$ cat src/rtl/rdb_resp_egress.sv
`default_nettype none
// ============================================================================
// Module  : rdb_resp_egress
// Brief   : Captures RDB read lines into a credit-protected FIFO and streams
//           them beat by beat to the upstream port with per-line completion.
// Revision: 1.0  initial release
// ============================================================================
module rdb_resp_egress #(
    parameter int DEPTH        = 4,
    parameter int BEATS        = 2,
    parameter int DATA_WIDTH   = 256,
    parameter int TXNID_WIDTH  = 8,
    parameter int ROB_ID_WIDTH = 5
) (
    input  logic                          clk,
    input  logic                          rst_n,
    input  logic                          rd_issue,
    output logic                          credit_ok,
    input  logic                          rdb_data_vld,
    input  logic [BEATS*DATA_WIDTH-1:0]   rdb_data,
    input  logic [TXNID_WIDTH-1:0]        rdb_txnid,
    input  logic [ROB_ID_WIDTH-1:0]       rdb_rob_entry_id,
    output logic                          us_resp_vld,
    input  logic                          us_resp_rdy,
    output logic [DATA_WIDTH-1:0]         us_resp_data,
    output logic [TXNID_WIDTH-1:0]        us_resp_txnid,
    output logic [ROB_ID_WIDTH-1:0]       us_resp_rob_id,
    output logic [$clog2(BEATS)-1:0]      us_resp_beat,
    output logic                          us_resp_last,
    output logic                          resp_done,
    output logic [ROB_ID_WIDTH-1:0]       resp_done_idx,
    output logic                          err
);

    localparam int c_ptr_w  = $clog2(DEPTH);
    localparam int c_cnt_w  = c_ptr_w + 1;
    localparam int c_beat_w = $clog2(BEATS);
    localparam int c_line_w = BEATS * DATA_WIDTH;

    logic [c_line_w-1:0]     r_mem_line  [DEPTH];
    logic [TXNID_WIDTH-1:0]  r_mem_txnid [DEPTH];
    logic [ROB_ID_WIDTH-1:0] r_mem_rob   [DEPTH];

    logic [c_ptr_w-1:0]      r_wr_ptr;
    logic [c_ptr_w-1:0]      r_rd_ptr;
    logic [c_cnt_w-1:0]      r_fifo_cnt;
    logic [c_cnt_w-1:0]      r_inflight_cnt;
    logic [c_beat_w-1:0]     r_beat_cnt;
    logic                    r_done;
    logic [ROB_ID_WIDTH-1:0] r_done_idx;
    logic                    r_err;

    logic [c_cnt_w:0]        w_occupancy;
    logic                    w_full;
    logic                    w_hs;
    logic                    w_pop;
    logic                    w_push;
    logic                    w_err_set;
    logic [c_line_w-1:0]     w_head_line;
    logic [DATA_WIDTH-1:0]   w_beat_data;

    // Credit is derived purely from registered counts so rdy never reaches it.
    assign w_occupancy = {1'b0, r_fifo_cnt} + {1'b0, r_inflight_cnt};
    assign credit_ok   = w_occupancy < (c_cnt_w + 1)'(DEPTH);

    assign w_full  = (r_fifo_cnt == c_cnt_w'(DEPTH));
    assign w_hs    = us_resp_vld & us_resp_rdy;
    assign w_pop   = w_hs & (r_beat_cnt == c_beat_w'(BEATS - 1));
    assign w_push  = rdb_data_vld & (~w_full | w_pop);

    assign w_err_set = (rd_issue & ~credit_ok)
                     | (rdb_data_vld & (r_inflight_cnt == '0))
                     | (rdb_data_vld & w_full & ~w_pop);

    assign w_head_line = r_mem_line[r_rd_ptr];

    always_comb begin
        w_beat_data = '0;
        w_beat_data = w_head_line[int'(r_beat_cnt)*DATA_WIDTH +: DATA_WIDTH];
    end

    // Payloads are gated by valid so the storage itself needs no reset.
    assign us_resp_vld    = (r_fifo_cnt != '0);
    assign us_resp_data   = us_resp_vld ? w_beat_data : '0;
    assign us_resp_txnid  = us_resp_vld ? r_mem_txnid[r_rd_ptr] : '0;
    assign us_resp_rob_id = us_resp_vld ? r_mem_rob[r_rd_ptr] : '0;
    assign us_resp_beat   = r_beat_cnt;
    assign us_resp_last   = (r_beat_cnt == c_beat_w'(BEATS - 1));
    assign resp_done      = r_done;
    assign resp_done_idx  = r_done_idx;
    assign err            = r_err;

    always_ff @(posedge clk) begin
        if (w_push) begin
            r_mem_line[r_wr_ptr]  <= rdb_data;
            r_mem_txnid[r_wr_ptr] <= rdb_txnid;
            r_mem_rob[r_wr_ptr]   <= rdb_rob_entry_id;
        end
    end

    always_ff @(posedge clk or negedge rst_n) begin
        if (!rst_n) begin
            r_wr_ptr       <= '0;
            r_rd_ptr       <= '0;
            r_fifo_cnt     <= '0;
            r_inflight_cnt <= '0;
            r_beat_cnt     <= '0;
            r_done         <= 1'b0;
            r_done_idx     <= '0;
            r_err          <= 1'b0;
        end else begin
            if (w_push) begin
                r_wr_ptr <= r_wr_ptr + 1'b1;
            end
            if (w_push && !w_pop) begin
                r_fifo_cnt <= r_fifo_cnt + 1'b1;
            end else if (w_pop && !w_push) begin
                r_fifo_cnt <= r_fifo_cnt - 1'b1;
            end

            // Over-issue saturates at DEPTH; a stray line cannot underflow.
            if (rd_issue && !rdb_data_vld) begin
                if (r_inflight_cnt != c_cnt_w'(DEPTH)) begin
                    r_inflight_cnt <= r_inflight_cnt + 1'b1;
                end
            end else if (rdb_data_vld && !rd_issue) begin
                if (r_inflight_cnt != '0) begin
                    r_inflight_cnt <= r_inflight_cnt - 1'b1;
                end
            end

            if (w_hs) begin
                r_beat_cnt <= r_beat_cnt + 1'b1;
            end
            if (w_pop) begin
                r_rd_ptr   <= r_rd_ptr + 1'b1;
                r_done_idx <= r_mem_rob[r_rd_ptr];
            end
            r_done <= w_pop;
            r_err  <= r_err | w_err_set;
        end
    end

endmodule
`default_nettype wire
$ cat config.mk
export PLATFORM = sky130hd
export DESIGN_NAME = rdb_resp_egress
export DESIGN_NICKNAME = d
export VERILOG_FILES = /design/src/rtl/rdb_resp_egress.sv
export SDC_FILE = /design/constraint.sdc
export NUM_CORES = 2
export LEC_CHECK = 0
export CAP_MARGIN = 20
export CORE_ASPECT_RATIO = 0.75
export CORE_MARGIN = 5
export CORE_UTILIZATION = 41
export DETAILED_ROUTE_END_ITERATION = 12
export DONT_BUFFER_PORTS = 1
export PLACE_DENSITY_LB_ADDON = 0.25
export SLEW_MARGIN = 5
export SYNTH_ARGS = -nofsm -noshare
export SYNTH_HDL_FRONTEND = slang
export SYNTH_SLANG_ARGS = --single-unit
$ cat constraint.sdc
create_clock -name clk -period 16.4 [get_ports clk]
set_clock_uncertainty 0.1 [all_clocks]
set_input_delay 3.28 -clock clk [delete_from_list [all_inputs] [get_ports clk]]
set_output_delay 3.28 -clock clk [all_outputs]
set_load 0.02 [all_outputs]
# After elaboration in Yosys (flattened, before gate mapping)
# Memory sizes are Yosys's and may differ from the RTL's.
# Index checks and enable logic that the tools add are counted.
# classes
addsub,8
mul,0
div,0
order_cmp,1
eq_ne,3
n_shift,1
muxes,11
n_bitwise,14
reduce_logical,15
# op_table
op,count
512-bit by 10-bit variable part select with 256-bit output,1
256-bit two-way mux,1
3-bit two-way mux,6
8-bit two-way mux,1
1-bit AND,7
3-bit by 1-bit adder with 3-bit output (second input constant),2
2-bit nonzero test,3
3-bit nonzero test,2
3-bit by 1-bit subtractor with 3-bit output (second input constant),2
5-bit two-way mux,1
2-bit by 1-bit adder with 2-bit output (second input constant),2
3-bit by 3-bit adder with 4-bit output,1
1-bit logical AND,4
1-bit zero test,4
4-bit by 3-bit < comparator with 1-bit output (second input constant),1
1-bit bitwise OR,4
3-bit equality test (second input constant),1
3-bit zero test,1
3-bit inequality test (second input constant),1
1-bit NOT,3
3-bit AND reduction,1
1-bit two-way mux,2
2-bit by 1-bit inequality test with 1-bit output (second input constant),1
1-bit adder (second input constant),1
# totals
ff_bits,18
latch_bits,0
ramBits,2100
rom_bits,0
inputBits,530
output_inout_bits,280
wordCells,64
memories,3
# mem_list
memory,words,width,read_ports,rd_ports_with_merged_regs,wr,line,rtl
r_mem_line,4,512,1,0,1,40,logic [c_line_w-1:0] r_mem_line [DEPTH];
r_mem_txnid,4,8,1,0,1,41,logic [TXNID_WIDTH-1:0] r_mem_txnid [DEPTH];
r_mem_rob,4,5,1,0,1,42,logic [ROB_ID_WIDTH-1:0] r_mem_rob [DEPTH];

# Longest topological paths before layout
# depth
ltp_word,9
ltp_mapped,9
ltp_nobuf,9

# Worst setup path after synthesis
# No wires, ideal clock.
# synth_timing
path_type,input to register
start,input us_resp_rdy
end,memory r_mem_line[2][0] (netlist name) (enable)
setup_ps,958
t_arrival_ps,15639
t_required_ps,15342
path_slack_ps,-298
path_stages,3
n_path_buf,0
path_cell_list,nand2_1 a31oi_1 and2_1
# synth_via
elab_chain_cells,6
# synth_lines
element,line,rtl
from (decl),24,"input logic us_resp_rdy,"
1-bit AND,67,assign w_hs = us_resp_vld & us_resp_rdy;
1-bit AND,68,assign w_pop = w_hs & (r_beat_cnt == c_beat_w'(BEATS - 1));
1-bit bitwise OR,69,assign w_push = rdb_data_vld & (~w_full | w_pop);
1-bit AND,69,
via w_push,57,logic w_push;
1-bit two-way mux,94,if (w_push) begin
1-bit two-way mux (implied by the code),95,r_mem_line[r_wr_ptr] <= rdb_data;
to (decl),40,
# The timed path passes the listed nets, and every way through them passes these cells.

# Worst setup path after layout
# layout_timing
start,register r_rd_ptr[0]
end,output us_resp_data[155]
# layout_via
elab_chain_cells,3
# layout_lines
element,line,rtl
from (decl),45,logic [c_ptr_w-1:0] r_rd_ptr;
from (signal assigned),136,r_rd_ptr <= r_rd_ptr + 1'b1;
memory read 4 x 512 bit,--,
512-bit by 10-bit variable part select with 256-bit output,79,w_beat_data = w_head_line[int'(r_beat_cnt)*DATA_WIDTH +: DATA_WIDTH];
256-bit two-way mux,84,assign us_resp_data = us_resp_vld ? w_beat_data : '0;
to (decl),25,"output logic [DATA_WIDTH-1:0] us_resp_data,"
# No other way between the ends.

==> impl_metrics.ini <==
[layout]
utilization_pct = 46.21
layout_commonest_cell = edfxtp_1
n_fill_cell = 15550
final_area_um2 = 88560
multi_input_area_um2 = 14660
regArea_um2 = 63520
drive_gt1_share_pct = 25.77
syn_to_final_growth_pct = 11.97
finalNetCount = 3776
final_cell_mix = edfxtp_1, mux4_2, a22o_1

[worst_setup_path]
r2r_slack_ps = 11250
timing.rr.start = us_resp_beat
cp_slowest_stage_delay_ps = 920
crit_chain = buf_12 -> buf_12 -> mux4_2 -> a22o_1
crit_top_cell = buf_12
r2r_end = r_mem_line[2][109]
start_kind = flop
criticalPathCategory = reg -> out
crit_end = us_resp_data[155]
slowest_stage = dfrtp_4
critPathCaptureType = primary output
startpoint = r_rd_ptr[0]
arrival_ps = 4500
path_buf_inv = 2
crit_cells = 4
reg2reg_depth = 7
critPathRequiredTime_ps = 13020
worstPathMaxFanout = 109
crit_family = buffers and inverters

[pwr]
switching_share_pct = 32.93
p_int_uw = 11760
seqPwrFrac_pct = 42.5
total_power_uw = 17530
ir_drop_mv = 0.1961
leakage_uw = 0.02761
p_sw_uw = 5773
power_frac_clock_pct = 26.1
p_comb_share_pct = 31.4
powerDensity_nw_per_um2 = 198.0

[synthesis]
synthMuxAreaShare_pct = 15.06
synth_xor_area_share_pct = 0.08859
ys_types = 31
synth_compound_area_share_pct = 2.920
yosysWarnings = 0
synth.avg_cell_area_um2 = 25.04
synthCells = 3159
synth_adder_area_share_pct = 0.1772
ys_seq_area_share_pct = 80.30
synth_seq_cells = 2118
synth_top_family_by_area = multiplexers
synth_fp_nets = 3699
syn-cell-area_um2 = 79090
yosys.area_share.simple_pct = 0.2610

[drt]
first_pass_iters = 5
avgViaCountPerCell = 5.523
avgRoutedWirePerCell_um = 29.34
ant_nets = 0
drt-total-wl_mm = 174.6
drc = 0
drt_iter0_markers = 2276
vias = 32880

[timing]
final-setup-viol-count = 0
fmax_ghz = 0.1269
hold_ws_ps = 470.9
report.final.hold_viol_count = 0
setup_ws_ps = 8519
post-route-min-period_ps = 7881
rsz0062_at_grt = false
relSlewSlack_pct = 14.06
period_share_pct = 48.06
slew_violations = 0
worst_pin_slew_ps = 1289

[clocking]
cts_buffers = 200
clock-sinks = 2118
cts.clk_slew.worst_paths_ps = 60
htreeDepth = 4
post_cts_buffers = 0
cts-root-buf = clkbuf_16
clock_latency_ps = 800
cts_tree = built
cts_resized = 0
clockBufferDepth = 3
hold_buffers = 0

[floorplanning]
pin_count = 810
rows = 139
die_h_um = 390.4
initial_utilization_pct = 41.27
die-width_um = 517.2
core-area_um2 = 191700
fp.dieArea_um2 = 201900

[global_route]
grt_pass1_wl_mm = 250.2
gr-total-overflow = 0
grt_pass1_vias = 34850
grt_use_total_pct = 16.94
grt_antenna_before_repair = 6
grt_max_degree = 155

[status]
status = complete, no violations

[placed_design]
hpwl_mm = 102.7
finalWeightedCongestion = 0.7326
portBuffers = 0
pre_cts_slack_ps = 8669
dpl_cell_area_um2 = 81900

[flow_run]
drv_cap = 0

[min_path]
min_path_type = reg -> reg
worst min-delay path by stage:
stage,startpoint,end,slack [ps],cells past startpoint
final,r_wr_ptr[1],r_wr_ptr[1],470,1
after global routing,r_wr_ptr[1],r_wr_ptr[1],490,1
after CTS,r_wr_ptr[1],r_wr_ptr[1],470,1
after detailed placement,r_fifo_cnt[2],r_fifo_cnt[2],460,1
after global placement,r_fifo_cnt[2],r_fifo_cnt[2],460,1
after floorplan,r_fifo_cnt[2],r_fifo_cnt[2],420,1
layout make-up:
class	count	share of cell area [%]
antenna	12	0.03391
inverter	10	0.04238
clock buffer	253	5.982
timing repair buffer	52	0.6414
sequential	2118	71.72
clock inverter	116	1.440
multi-input combinational	854	16.55
tap	2538	3.586
power by group through the flow:
| stage | clock network [uW] | logic (uW) | registers [uW] |
|---|---|---|---|
| detailed placement | 0 | 5640 | 7570 |
| CTS | 4720 | 5650 | 7460 |
| finish | 4580 | 5500 | 7450 |
| floorplan | 0 | 4240 | 7830 |
| global placement | 0 | 5640 | 7530 |
| global route | 4960 | 5840 | 7530 |
worst reg2reg max path: cells and delay by family, from the launching register on:
kind / cells / cell delay [ps]
flops: 1 / 740
buf+inv: 4 / 2830
compound gates: 1 / 210
simple gates: 2 / 810
state kept, by name, indices dropped and copies added, names as in the netlist:
name and flops:
r_mem_line 2048, r_rd_ptr 2, resp_done 1, r_inflight_cnt 3, err 1, r_fifo_cnt 3
us_resp_beat 1, r_mem_rob 20, r_wr_ptr 2, resp_done_idx 5, r_mem_txnid 32
synth_stat cells:
cell	count	area share [%]
inv_1	9	0.043
edfxtp_1	2100	80
buf_4	28	0.27
xnor2_1	5	0.055
buf_1	20	0.095
o21bai_1	2	0.019
o211ai_1	1	0.0095
and2_1	18	0.14
nor4_1	1	0.0079
nor3_2	1	0.013
mux4_2	525	15
nor2_1	7	0.033
nand2_1	4	0.019
mux2_2	8	0.11
nand4_1	1	0.0079
a31oi_1	2	0.016
fa_1	2	0.051
buf_2	78	0.49
and3_1	1	0.0079
dfrtp_1	18	0.57
xor2_1	3	0.033
inv_2	1	0.0047
clkbuf_1	46	0.22
a21oi_1	2	0.013
buf_6	5	0.071
o221ai_1	2	0.022
ha_1	8	0.13
nand2b_1	3	0.024
o21ai_0	1	0.0063
nor3_1	1	0.0063
a22o_1	256	2.8
cell families (layout without fill, tap and decap cells):
group | count (synthesis) | count (layout)
buf+inv | 187 | 431
simple gates | 37 | 37
fa+ha+maj | 10 | 10
other cells | 0 | 12
xor+xnor | 8 | 8
compound gates | 266 | 266
mux | 533 | 533
flops | 2118 | 2118
per-layer routing:
| metal | up-vias | share of wire (%) | GRT usage (%) |
|---|---|---|---|
| li1 | 13960 | - | - |
| met1 | 17670 | 38 | 20.17 |
| met2 | 968 | 49 | 27.55 |
| met3 | 282 | 9.9 | 7.349 |
| met4 | 0 | 3.6 | 6.113 |
| met5 | - | 0 | 0 |
per-stage QoR:
step	TNS, ps	cells
after global routing	0	5950
after CTS	0	5939
final	0	5953
after floorplan	-155910	3159
after global placement	0	5570
after detailed placement	0	5570
(Power assumes the default switching activity.)
